$ cat config.mk
export PLATFORM = sky130hd
export DESIGN_NAME = rst_seq_ctrl
export DESIGN_NICKNAME = d
export VERILOG_FILES = /design/src/rtl/rst_seq_pkg.sv /design/src/rtl/rst_seq_timer.sv /design/src/rtl/rst_seq_ctrl.sv
export SDC_FILE = /design/constraint.sdc
export NUM_CORES = 1
export LEC_CHECK = 0
export ABC_CLOCK_PERIOD_IN_PS = 3580
export CAP_MARGIN = 20
export CORE_MARGIN = 3
export CORE_UTILIZATION = 54
export CTS_BUF_LIST = sky130_fd_sc_hd__clkbuf_8
export CTS_CLUSTER_SIZE = 25
export DETAILED_ROUTE_END_ITERATION = 7
export GPL_TIMING_DRIVEN = 0
export PLACE_DENSITY = 0.89
export SYNTH_ARGS = -nofsm -noshare
export SYNTH_HDL_FRONTEND = slang
export SYNTH_SLANG_ARGS = --single-unit
$ cat constraint.sdc
create_clock -name clk -period 3.58 [get_ports clk]
set_input_delay 0.537 -clock clk [delete_from_list [all_inputs] [get_ports clk]]
set_output_delay 0.537 -clock clk [all_outputs]
set_load 0.02 [all_outputs]
$ cat src/rtl/rst_seq_pkg.sv
// Shared types and default parameters for the reset sequencer.
package rst_seq_pkg;

  localparam int DEF_NUM_DOM  = 4;
  localparam int DEF_MIN_HOLD = 8;
  localparam int DEF_TIMEOUT  = 64;

  typedef enum logic [1:0] {
    ST_HOLD     = 2'd0,
    ST_WAIT_RDY = 2'd1,
    ST_DONE     = 2'd2,
    ST_ERROR    = 2'd3
  } rst_seq_state_e;

  // The shared timer is loaded with (cycles - 1), so it must hold max(hold, timeout) - 1.
  function automatic int cnt_width(input int a, input int b);
    int m;
    m = (a > b) ? a : b;
    return (m <= 2) ? 1 : $clog2(m);
  endfunction

endpackage

$ cat src/rtl/rst_seq_timer.sv
// Loadable down-counter with terminal-count flag; serves both the hold
// interval and the per-domain ready timeout.
module rst_seq_timer #(
  parameter int W = 4
) (
  input  logic         clk,
  input  logic         load_i,
  input  logic [W-1:0] load_val_i,
  input  logic         en_i,
  output logic         tc_o
);

  logic [W-1:0] cnt_q, cnt_d;

  // Load takes priority; otherwise count down and park at zero.
  always_comb begin
    cnt_d = cnt_q;
    if (load_i) begin
      cnt_d = load_val_i;
    end else if (en_i && (cnt_q != '0)) begin
      cnt_d = cnt_q - W'(1);
    end
  end

  // Counter register; the owner loads it whenever it enters a timed phase.
  always_ff @(posedge clk) begin
    cnt_q <= cnt_d;
  end

  assign tc_o = (cnt_q == '0);

endmodule

$ cat src/rtl/rst_seq_ctrl.sv
// Reset sequencer: holds all domain resets, then releases domains one by
// one as each previously released domain reports ready, with a timeout.
// Optional macro RST_SEQ_ASSERT_EN compiles embedded sequencing assertions.
//
// state       | meaning
// ST_HOLD     | all resets asserted, hold timer running
// ST_WAIT_RDY | domains 0..idx released, waiting for dom_ready[idx]
// ST_DONE     | all domains released and ready, ready inputs ignored
// ST_ERROR    | ready timeout, all resets re-asserted, err_dom latched
module rst_seq_ctrl
  import rst_seq_pkg::*;
#(
  parameter int NUM_DOM  = DEF_NUM_DOM,
  parameter int MIN_HOLD = DEF_MIN_HOLD,
  parameter int TIMEOUT  = DEF_TIMEOUT
) (
  input  logic               clk,
  input  logic               rst,
  input  logic               sw_rst_req,
  input  logic [NUM_DOM-1:0] dom_ready,
  output logic [NUM_DOM-1:0] dom_rst,
  output logic               seq_done,
  output logic               timeout_err,
  output logic [3:0]         err_dom
);

  localparam int               CNT_W    = cnt_width(MIN_HOLD, TIMEOUT);
  localparam logic [CNT_W-1:0] HOLD_LD  = CNT_W'(MIN_HOLD - 1);
  localparam logic [CNT_W-1:0] TMO_LD   = CNT_W'(TIMEOUT - 1);
  localparam logic [3:0]       LAST_IDX = 4'(NUM_DOM - 1);

  rst_seq_state_e     state_q, state_d;
  logic [3:0]         idx_q, idx_d;
  logic [3:0]         err_dom_q, err_dom_d;
  logic [NUM_DOM-1:0] dom_rst_q, dom_rst_d;
  logic               tmr_load, tmr_en, tmr_tc;
  logic [CNT_W-1:0]   tmr_val;
  logic [15:0]        rdy_ext;

  // Widened so a 4-bit index never selects outside the vector.
  assign rdy_ext = 16'(dom_ready);

  rst_seq_timer #(.W(CNT_W)) u_timer (
    .clk        (clk),
    .load_i     (tmr_load),
    .load_val_i (tmr_val),
    .en_i       (tmr_en),
    .tc_o       (tmr_tc)
  );

  // Next-state logic; a restart request beats any same-cycle ready or timeout.
  always_comb begin
    state_d   = state_q;
    idx_d     = idx_q;
    err_dom_d = err_dom_q;
    tmr_load  = 1'b0;
    tmr_val   = HOLD_LD;
    tmr_en    = 1'b0;
    if (rst || sw_rst_req) begin
      state_d   = ST_HOLD;
      idx_d     = '0;
      err_dom_d = '0;
      tmr_load  = 1'b1;
      tmr_val   = HOLD_LD;
    end else begin
      case (state_q)
        ST_HOLD: begin
          if (tmr_tc) begin
            state_d  = ST_WAIT_RDY;
            idx_d    = '0;
            tmr_load = 1'b1;
            tmr_val  = TMO_LD;
          end else begin
            tmr_en = 1'b1;
          end
        end
        ST_WAIT_RDY: begin
          if (rdy_ext[idx_q]) begin
            if (idx_q == LAST_IDX) begin
              state_d = ST_DONE;
            end else begin
              idx_d    = idx_q + 4'd1;
              tmr_load = 1'b1;
              tmr_val  = TMO_LD;
            end
          end else if (tmr_tc) begin
            state_d   = ST_ERROR;
            err_dom_d = idx_q;
          end else begin
            tmr_en = 1'b1;
          end
        end
        ST_DONE:  state_d = ST_DONE;
        ST_ERROR: state_d = ST_ERROR;
        default:  state_d = ST_HOLD;
      endcase
    end
  end

  // Reset vector follows the next state so dom_rst comes straight from a flop.
  always_comb begin
    dom_rst_d = '1;
    case (state_d)
      ST_DONE: dom_rst_d = '0;
      ST_WAIT_RDY: begin
        for (int i = 0; i < NUM_DOM; i++) begin
          dom_rst_d[i] = (4'(i) > idx_d);
        end
      end
      default: dom_rst_d = '1;
    endcase
  end

  // State, index and output registers with synchronous reset.
  always_ff @(posedge clk) begin
    if (rst) begin
      state_q   <= ST_HOLD;
      idx_q     <= '0;
      err_dom_q <= '0;
      dom_rst_q <= '1;
    end else begin
      state_q   <= state_d;
      idx_q     <= idx_d;
      err_dom_q <= err_dom_d;
      dom_rst_q <= dom_rst_d;
    end
  end

  assign dom_rst     = dom_rst_q;
  assign seq_done    = (state_q == ST_DONE);
  assign timeout_err = (state_q == ST_ERROR);
  assign err_dom     = err_dom_q;

`ifdef RST_SEQ_ASSERT_EN
  for (genvar i = 0; i < NUM_DOM - 1; i++) begin : g_order
    a_order: assert property (@(posedge clk) disable iff (rst)
      $fell(dom_rst[i]) |-> (dom_rst[i+1] until dom_ready[i]))
      else $error("dom_rst[%0d] released before dom_ready[%0d]", i + 1, i);
  end

  a_done_all_released: assert property (@(posedge clk) disable iff (rst)
    $rose(seq_done) |-> (dom_rst == '0))
    else $error("seq_done rose with a domain still in reset");

  a_error_all_reset: assert property (@(posedge clk) disable iff (rst)
    (state_q == ST_ERROR) |-> (dom_rst == '1))
    else $error("error state with a domain out of reset");
`else
`endif

endmodule

==> metrics.md, run 1 <==
| Metric | Value |
|---|---|
| Status | completed |
| Most frequent cell after synthesis | dfxtp_1 |
| Seq/Total Area, Yosys | 42.6% |
| Hold endpoint | err_dom[1] |
| Clock buffer count from CTS | 3 |
| Post-synth top flop | dfxtp_1 |
| Final period demand of the worst path | 3.15 ns |
| Setup Buffers After CTS | 0 |
| Max Fclk | between 300 and 400 MHz |
| R2R cell count | 10 |
| Number of cell rows | 15 |
| Worst setup EP type | flop |
| Yosys reg bits | 20 |
| Worst R2R End | dom_rst[3] |
| Global route total overflow | 0 |
| Leakage | about 0.44 nW |
| Largest net degree at the start of global routing | 13 |
| H-tree depth | 1 |
| Vias/cell | 6.09 |
| Post-synthesis adder-cell area fraction | 4.63% |
| Pwr dens | 357 nW/um^2 |
| Total number of vias | 986 |
| Setup ws final | 0.432 ns |
| Worst skew pair latency | 0.26 ns |
| Layout Nets | 149 |
| TritonRoute pass-1 iters | 4 |
| Post-synthesis xor/xnor area fraction | 3.24% |
| CTS tree | built |
| Syn nets | 128 |
| WP buf/inv | 2 |
| Commonest cells in the netlist | dfxtp_1, a21oi_1, nand3_1, o21ai_1 |
| Part of the cycle the worst path needs | 87.9% |
| Synth area leaders | dfxtp_1, edfxtp_1, a21oi_1 |
| Syn. warnings | 0 |
| Final setup viols | 0 |
| Slowest library cell on the worst path | o21ai_0 |
| Synth Area in Simple Gates | 21.3% |
| Initial Utilization | 60.0% |
| Mapped Area | roughly 1100 um^2 |
| Cells after synthesis | approximately 120 |
| Critical path peak fanout | 6 |
| RD Place Congestion | 0.803 |
| Yosys top cell by area | dfxtp_1 |
| Die Span X | 50.7 um |
| Crit-path cells | inv_1 -> ha_1 -> nor3b_1 -> and2_1 -> clkbuf_1 -> o21ai_1 -> ha_1 -> o21ai_0 -> nor4_1 -> a211oi_1 |
| Worst r2r src | u_timer.cnt_q[0] |
| CP peak stage delay | 0.54 ns |
| Worst R2R Setup Slack | 0.43 ns |
| Post-cts resize count | 0 |
| Family with the most delay on the worst path | compound AO/OA/AOI/OAI gates |
| Ant diodes | 0 |
| Combinational family with the most area after synthesis | simple AND/OR/NAND/NOR gates |
| WL/cell | 16.2 um |
| Worst slew margin | 55.2% |
| Worst path required time | 3.74 ns |
| Mean Syn Cell Area | between 9 and 10 um^2 |
| Mux contribution to synthesized area | 2.78% |
| DRT iter0 DRCs | 19 |
| CTS clk-pin slew, worst paths | about 0.080 ns |
| Data arrival, critical path | 3.31 ns |
| Worst slew pin tran | 0.665 ns |
| Final hold vios | 0 |
| CTS root buf | clkbuf_8 |
| Worst VDD drop | 0.333 mV |
| Core ar. | around 1800 um^2 |
| Max-slew violation count | 0 |
| Die Ht | approximately 51 um |
| Synth Area in Compound Gates | 21.2% |
| # clock sinks | 20 |
| Layout fillers | ~140 |
| First-pass GRT wire length | 4.43 mm |
| Max-capacitance violation count | 0 |
| Clock Tree Buf Depth | 2 |
| Placed instance area | 1270 um^2 |
| Synth async-reset ratio | 0% |
| Most used cell, CP | ha_1 |
| Drt total wl | 2.63 mm |
| Share of layout cells above drive strength 1 | under 10% |
| Setup TNS | 0 ns |
| Vias in the first global route | 993 |
| Gr usage total | approximately 23% |
| CTS Hold Bufs | 0 |
| Hold crit path type | flop to flop |
| Design area | between 1000 and 1500 um^2 |
| Post-synth EDFFs | 6 |
| Share of the synthesized area in the top cell type | 25.9% |
| RSZ-0062 raised after global routing | no |
| I/O Buffers | 16 |
| Worst Skew | 0.00261 ns |
| Initial antenna violation count | 0 |
| Syn-to-layout area delta | 24.3% |
| Pre-CTS WS | 0.321 ns |
| HPWL after DPL | roughly 1.9 mm |
| Drc violations | 0 |
| Hold Crit Start | err_dom[1] |
| Die ar. | between 2000 and 3000 um^2 |
| Distinct cells, synth | 35 |
| CP Class | flop to flop |
| IO Count | 17 |
| Hold Path Depth | 2 |
| Startpoint types | flop |
| Pwr Total | 480 uW |
| Final ANT Viol Nets | 0 |
flip-flops by register name, summed over array words and instances, names as in the netlist:
signal,cells
u_timer.cnt_q,6
state_q,2
err_dom,4
idx_q,4
dom_rst,4
worst max-delay path by stage:
stage,start,endpoint,slack (ns),depth (start not counted)
floorplan,idx_q[1],dom_rst[3],0.99,9
global placement,dom_ready[3],dom_rst[3],0.48,10
detailed placement,dom_ready[0],dom_rst[3],0.32,9
CTS,u_timer.cnt_q[0],dom_rst[3],0.48,10
global route,u_timer.cnt_q[0],dom_rst[1],0.16,10
finish,u_timer.cnt_q[0],dom_rst[3],0.43,10
layout make-up:
cell class | count | area (um^2) | area share, %
plain buffers | 4 | 23.8 | 1.77
clock buffers | 3 | 41.3 | 3.07
clock inverters | 1 | 30.0 | 2.23
inverters | 6 | 22.5 | 1.68
multi-input cells | 87 | 574 | 42.7
flip-flops and latches | 20 | 460 | 34.3
well taps | 25 | 31.3 | 2.33
repair buffers | 16 | 160 | 11.9
per-stage QoR:
step | hold slack (ns) | cells | utilization [%]
2_1_floorplan | 0.470 | 117 | -
3_3_place_gp | 0.469 | 158 | 70.6
3_5_place_dp | 0.491 | 158 | 70.6
4_1_cts | 0.502 | 162 | 74.6
5_1_grt | 0.530 | 162 | 74.6
6_report | 0.499 | 162 | 74.6
layout by cell type, fill, tap and decap left out:
master / count
xor2_1: 1
o21ai_0: 1
nor2_1: 4
o22ai_2: 1
o211ai_1: 2
clkbuf_8: 3
ha_1: 4
o31a_1: 1
nor4_1: 4
mux2i_1: 3
or3_1: 1
a2111oi_2: 1
nand2b_1: 2
a21oi_1: 12
xnor2_1: 3
buf_2: 1
clkdlybuf4s50_1: 16
or2_2: 2
nor2b_1: 1
clkbuf_1: 2
buf_6: 1
or3b_1: 2
a22o_1: 1
a211oi_1: 3
dfxtp_1: 14
inv_1: 6
nor3_1: 3
o21ai_1: 7
o21a_1: 5
nor4_2: 1
nand3_1: 9
and2_1: 4
bufinv_16: 1
edfxtp_1: 6
o22a_1: 1
nand2_1: 6
or4_1: 1
nor3b_1: 1
logic make-up (layout without fill, tap and decap cells):
family                     Yosys count  in the layout
AOI/OAI and AO/OA                   35             35
xor gates and xnor gates             4              4
adders and majority gates            4              4
buffers and inverters               10             30
DFF                                 20             20
muxes                                3              3
and+or+nand+nor                     41             41
routing by layer:
layer  vias to the layer above  GRT usage [%]  share of wire, %
met2                        41           40.4                49
met1                       462           26.0                41
met3                        11           3.26               4.9
li1                        472              -                 -
met4                         0           14.3               5.1
met5                         -              0                 0
report_power, final:
part           internal, mW  switching (mW)
combinational        0.0105          0.0106
clock                 0.149          0.0761
sequential            0.233        0.000686
total                 0.393          0.0874
worst min-delay path, cell delays in order, from the launching register on:
cell and delay, ns:
dfxtp_1 0.31, o21ai_1 0.07, a21oi_1 0.07
(Power assumes the default switching activity.)
==> inputs of run 2 (changes only) <==
--- a/config.mk
+++ b/config.mk
@@ -6,13 +6,14 @@
 export NUM_CORES = 1
 export LEC_CHECK = 0
+export ABC_AREA = 1
 export ABC_CLOCK_PERIOD_IN_PS = 3580
 export CAP_MARGIN = 20
 export CORE_MARGIN = 3
-export CORE_UTILIZATION = 54
+export CORE_UTILIZATION = 55
 export CTS_BUF_LIST = sky130_fd_sc_hd__clkbuf_8
 export CTS_CLUSTER_SIZE = 25
 export DETAILED_ROUTE_END_ITERATION = 7
 export GPL_TIMING_DRIVEN = 0
-export PLACE_DENSITY = 0.89
+export PLACE_DENSITY = 0.9
 export SYNTH_ARGS = -nofsm -noshare
 export SYNTH_HDL_FRONTEND = slang
==> constraint.sdc (replaced) <==
create_clock -name clk -period 3.58 [get_ports clk]
set_input_delay 0.716 -clock clk [delete_from_list [all_inputs] [get_ports clk]]
set_output_delay 0.716 -clock clk [all_outputs]
set_load 0.02 [all_outputs]
==> run 2 against run 1 <==
Effect of this change:
- fmax increased by 16%
- worst hold slack got worse by 0.056 ns
- final cell count increased by 9.9%
- combinational power decreased by 2%
- clock-buffer cell count increased by 1
- wire length decreased by 10%
- total power decreased by 11%
- sequential power about the same
- sequential cell count unchanged
==> metrics.md, run 2 <==
| Metric | Value |
|---|---|
| Finished Core Util | 74.7% |
| Synth area leaders | dfxtp_1, edfxtp_1, inv_1 |
| CP peak stage delay | ~0.47 ns |
| Drc violations | 0 |
| Max-capacitance violation count | 0 |
| Pwr dens | 317 nW/um^2 |
| Initial Utilization | approximately three fifths |
| Most used cell, CP | nor2_1 |
| Part of the cycle the worst path needs | 75.9% |
| Worst setup EP type | flop |
| Sequential cell area | around 460 um^2 |
| Final ANT Viol Nets | 0 |
| Largest register by flop count | u_timer.cnt_q |
| WP buf/inv | 3 |
| Layout fillers | 145 |
| Clock buffer count from CTS | 3 |
| DRT iter0 DRCs | 18 |
| Setup Buffers After CTS | 0 |
| Worst R2R End | dom_rst[1] |
| Multi-input gate area | around 540 um^2 |
| Vias in the first global route | 992 |
| Hold slack | 0.444 ns |
| IO Count | 17 |
| Share of layout cells above drive strength 1 | 17.0% |
| Post-cts resize count | 0 |
| Number of cell rows | 15 |
| Drt total wl | 2.36 mm |
| Slowest library cell on the worst path | clkdlybuf4s50_1 |
| Die Span X | 50.7 um |
| Total number of vias | 927 |
| Initial antenna violation count | 0 |
| Distinct cells, synth | 25 |
| # clock sinks | 20 |
| Family with the most delay on the worst path | simple AND/OR/NAND/NOR gates |
| Final setup viols | 0 |
| R2R cell count | 15 |
| Status | completed |
| Hold Crit Start | err_dom[2] |
| RSZ-0062 raised after global routing | no |
| Setup TNS | 0 ns |
| Design area | 1350 um^2 |
| Max reg flops | 6 |
| Worst VDD drop | 0.306 mV |
| First-pass GRT wire length | 4.15 mm |
| Core ar. | 1800 um^2 |
| Critical path launch point | rst |
| Mapped Area | about 1100 um^2 |
| Final period demand of the worst path | 2.72 ns |
| Worst r2r src | u_timer.cnt_q[0] |
| Hold endpoint | err_dom[2] |
| CTS tree | built |
| Seq/Total Area, Yosys | a little over two fifths |
| Max Fclk | approximately 370 MHz |
| Post-synth EDFFs | 6 |
| Mean Syn Cell Area | 8.27 um^2 |
| Startpoint types | input port |
| Most frequent cells in the layout | inv_1, nand2_1, clkdlybuf4s50_1 |
| CP Class | input port to flop |
| Placed instance area | 1290 um^2 |
| Largest net degree at the start of global routing | 12 |
| Clock Tree Buf Depth | 2 |
| Worst Skew | 0.00371 ns |
| Worst path required time | 3.74 ns |
| Die Ht | 50.7 um |
| Yosys top cell by area | dfxtp_1 |
| H-tree depth | 1 |
| Max-slew violation count | 0 |
| Ant diodes | 0 |
| Die ar. | 2570 um^2 |
| CTS root buf | clkbuf_8 |
| Hold crit path type | flop to flop |
| Post-Place Cells | 174 |
| I/O Buffers | 16 |
| CTS clk-pin slew, worst paths | 0.07 ns |
| Commonest cells in the netlist | inv_1, nand2_1, dfxtp_1, nand3_1, nor2_1 |
| Syn. warnings | 0 |
| WL/cell | 13.3 um |
| Final hold vios | 0 |
| Layout Nets | 165 |
| TritonRoute pass-1 iters | 4 |
| Syn nets | 144 |
| Vias/cell | 5.21 |
| Global route total overflow | 0 |
| Worst slew margin | 78.4% |
| Worst R2R Setup Slack | 1.15 ns |
| Yosys reg bits | 20 |
| HPWL after DPL | between 1.5 and 2 mm |
| Share of the synthesized area in the top cell type | 25.5% |
| Final Non-Filler Cells | 178 |
| Post-synth top flop | dfxtp_1 |
| Worst slew pin tran | 0.323 ns |
| Most frequent cell after synthesis | inv_1 |
| Worst skew pair latency | 0.26 ns |
| Crit-path cells | clkdlybuf4s50_1 -> nor2_4 -> inv_1 -> nor2_1 -> nand2_1 -> a31oi_1 -> ha_1 -> nor2_1 -> nor2_1 -> inv_1 -> o21bai_2 -> nand2_1 -> nor2_1 |
| Synth async-reset ratio | 0% |
| RD Place Congestion | 0.836 |
| Commonest non-fill, non-tap cell in the layout | inv_1 |
| Leakage | 0.637 nW |
| CTS Hold Bufs | 0 |
| Critical path peak fanout | 9 |
| Syn-to-layout area delta | 22.4% |
| Cells after synthesis | around 130 |
| Gr usage total | around 22% |
| Hold Path Depth | 2 |
| Data arrival, critical path | 2.88 ns |
## run 2: cell count changes after synthesis, sizes merged, moves of 3 or more
cell,before,now
inv,6,27
nand2,6,26
nor2,4,17
a21oi,12,6
nor4,5,0
o21a,5,0
and2,4,0
nand3,9,13
a211oi,3,0
mux2i,3,0
nand4,0,3
## run 2: metal layers
layer / track usage [%] / share of wire (%)
met5: 0 / 0
met4: 15.2 / 3.1
met3: 3.56 / 3.9
met2: 38.0 / 51
met1: 24.4 / 42
## run 2: worst min-delay path: cells and delay by family (launching register included)
family / cells / cell delay [ns]
compound gates: 1 / 0.05
flops: 1 / 0.31
buf+inv: 1 / 0.05
## run 2: area by class of cell
type | count | area share, %
Sequential cell | 20 | 34.2
Multi-Input combinational cell | 86 | 40.0
Clock buffer | 4 | 4.09
Inverter | 27 | 7.53
Tap cell | 25 | 2.32
Timing Repair Buffer | 16 | 11.9
## run 2: cell families after synthesis
| logic type | Yosys count | share of synthesized area (%) |
|---|---|---|
| flip-flops | 20 | 41.9 |
| adder cells (fa/ha/maj) | 4 | 4.55 |
| XOR/XNOR | 3 | 2.39 |
| buffers and inverters | 27 | 9.22 |
| AO/OA/AOI/OAI | 15 | 7.62 |
| AND/OR/NAND/NOR | 64 | 34.4 |
## run 2: metrics by stage
step | total power [mW] | setup WS, ns
3_5_place_dp | 0.259 | 0.671
4_1_cts | 0.427 | 0.868
6_report | 0.427 | 0.863
5_1_grt | 0.442 | 0.719
2_1_floorplan | 0.249 | 1.45
3_3_place_gp | 0.258 | 0.737
## run 2: worst max path at each step
stage                     cells after the start    endpoint
after floorplan                              12  dom_rst[1]
after global placement                       13  dom_rst[1]
after detailed placement                     13  dom_rst[1]
after CTS                                    13  dom_rst[1]
after global routing                         13  dom_rst[1]
final                                        13  dom_rst[1]
## run 2: power breakdown
group | switching [mW] | internal (mW)
clock network | 0.0752 | 0.0980
registers | 0.000414 | 0.233
logic | 0.0110 | 0.00958
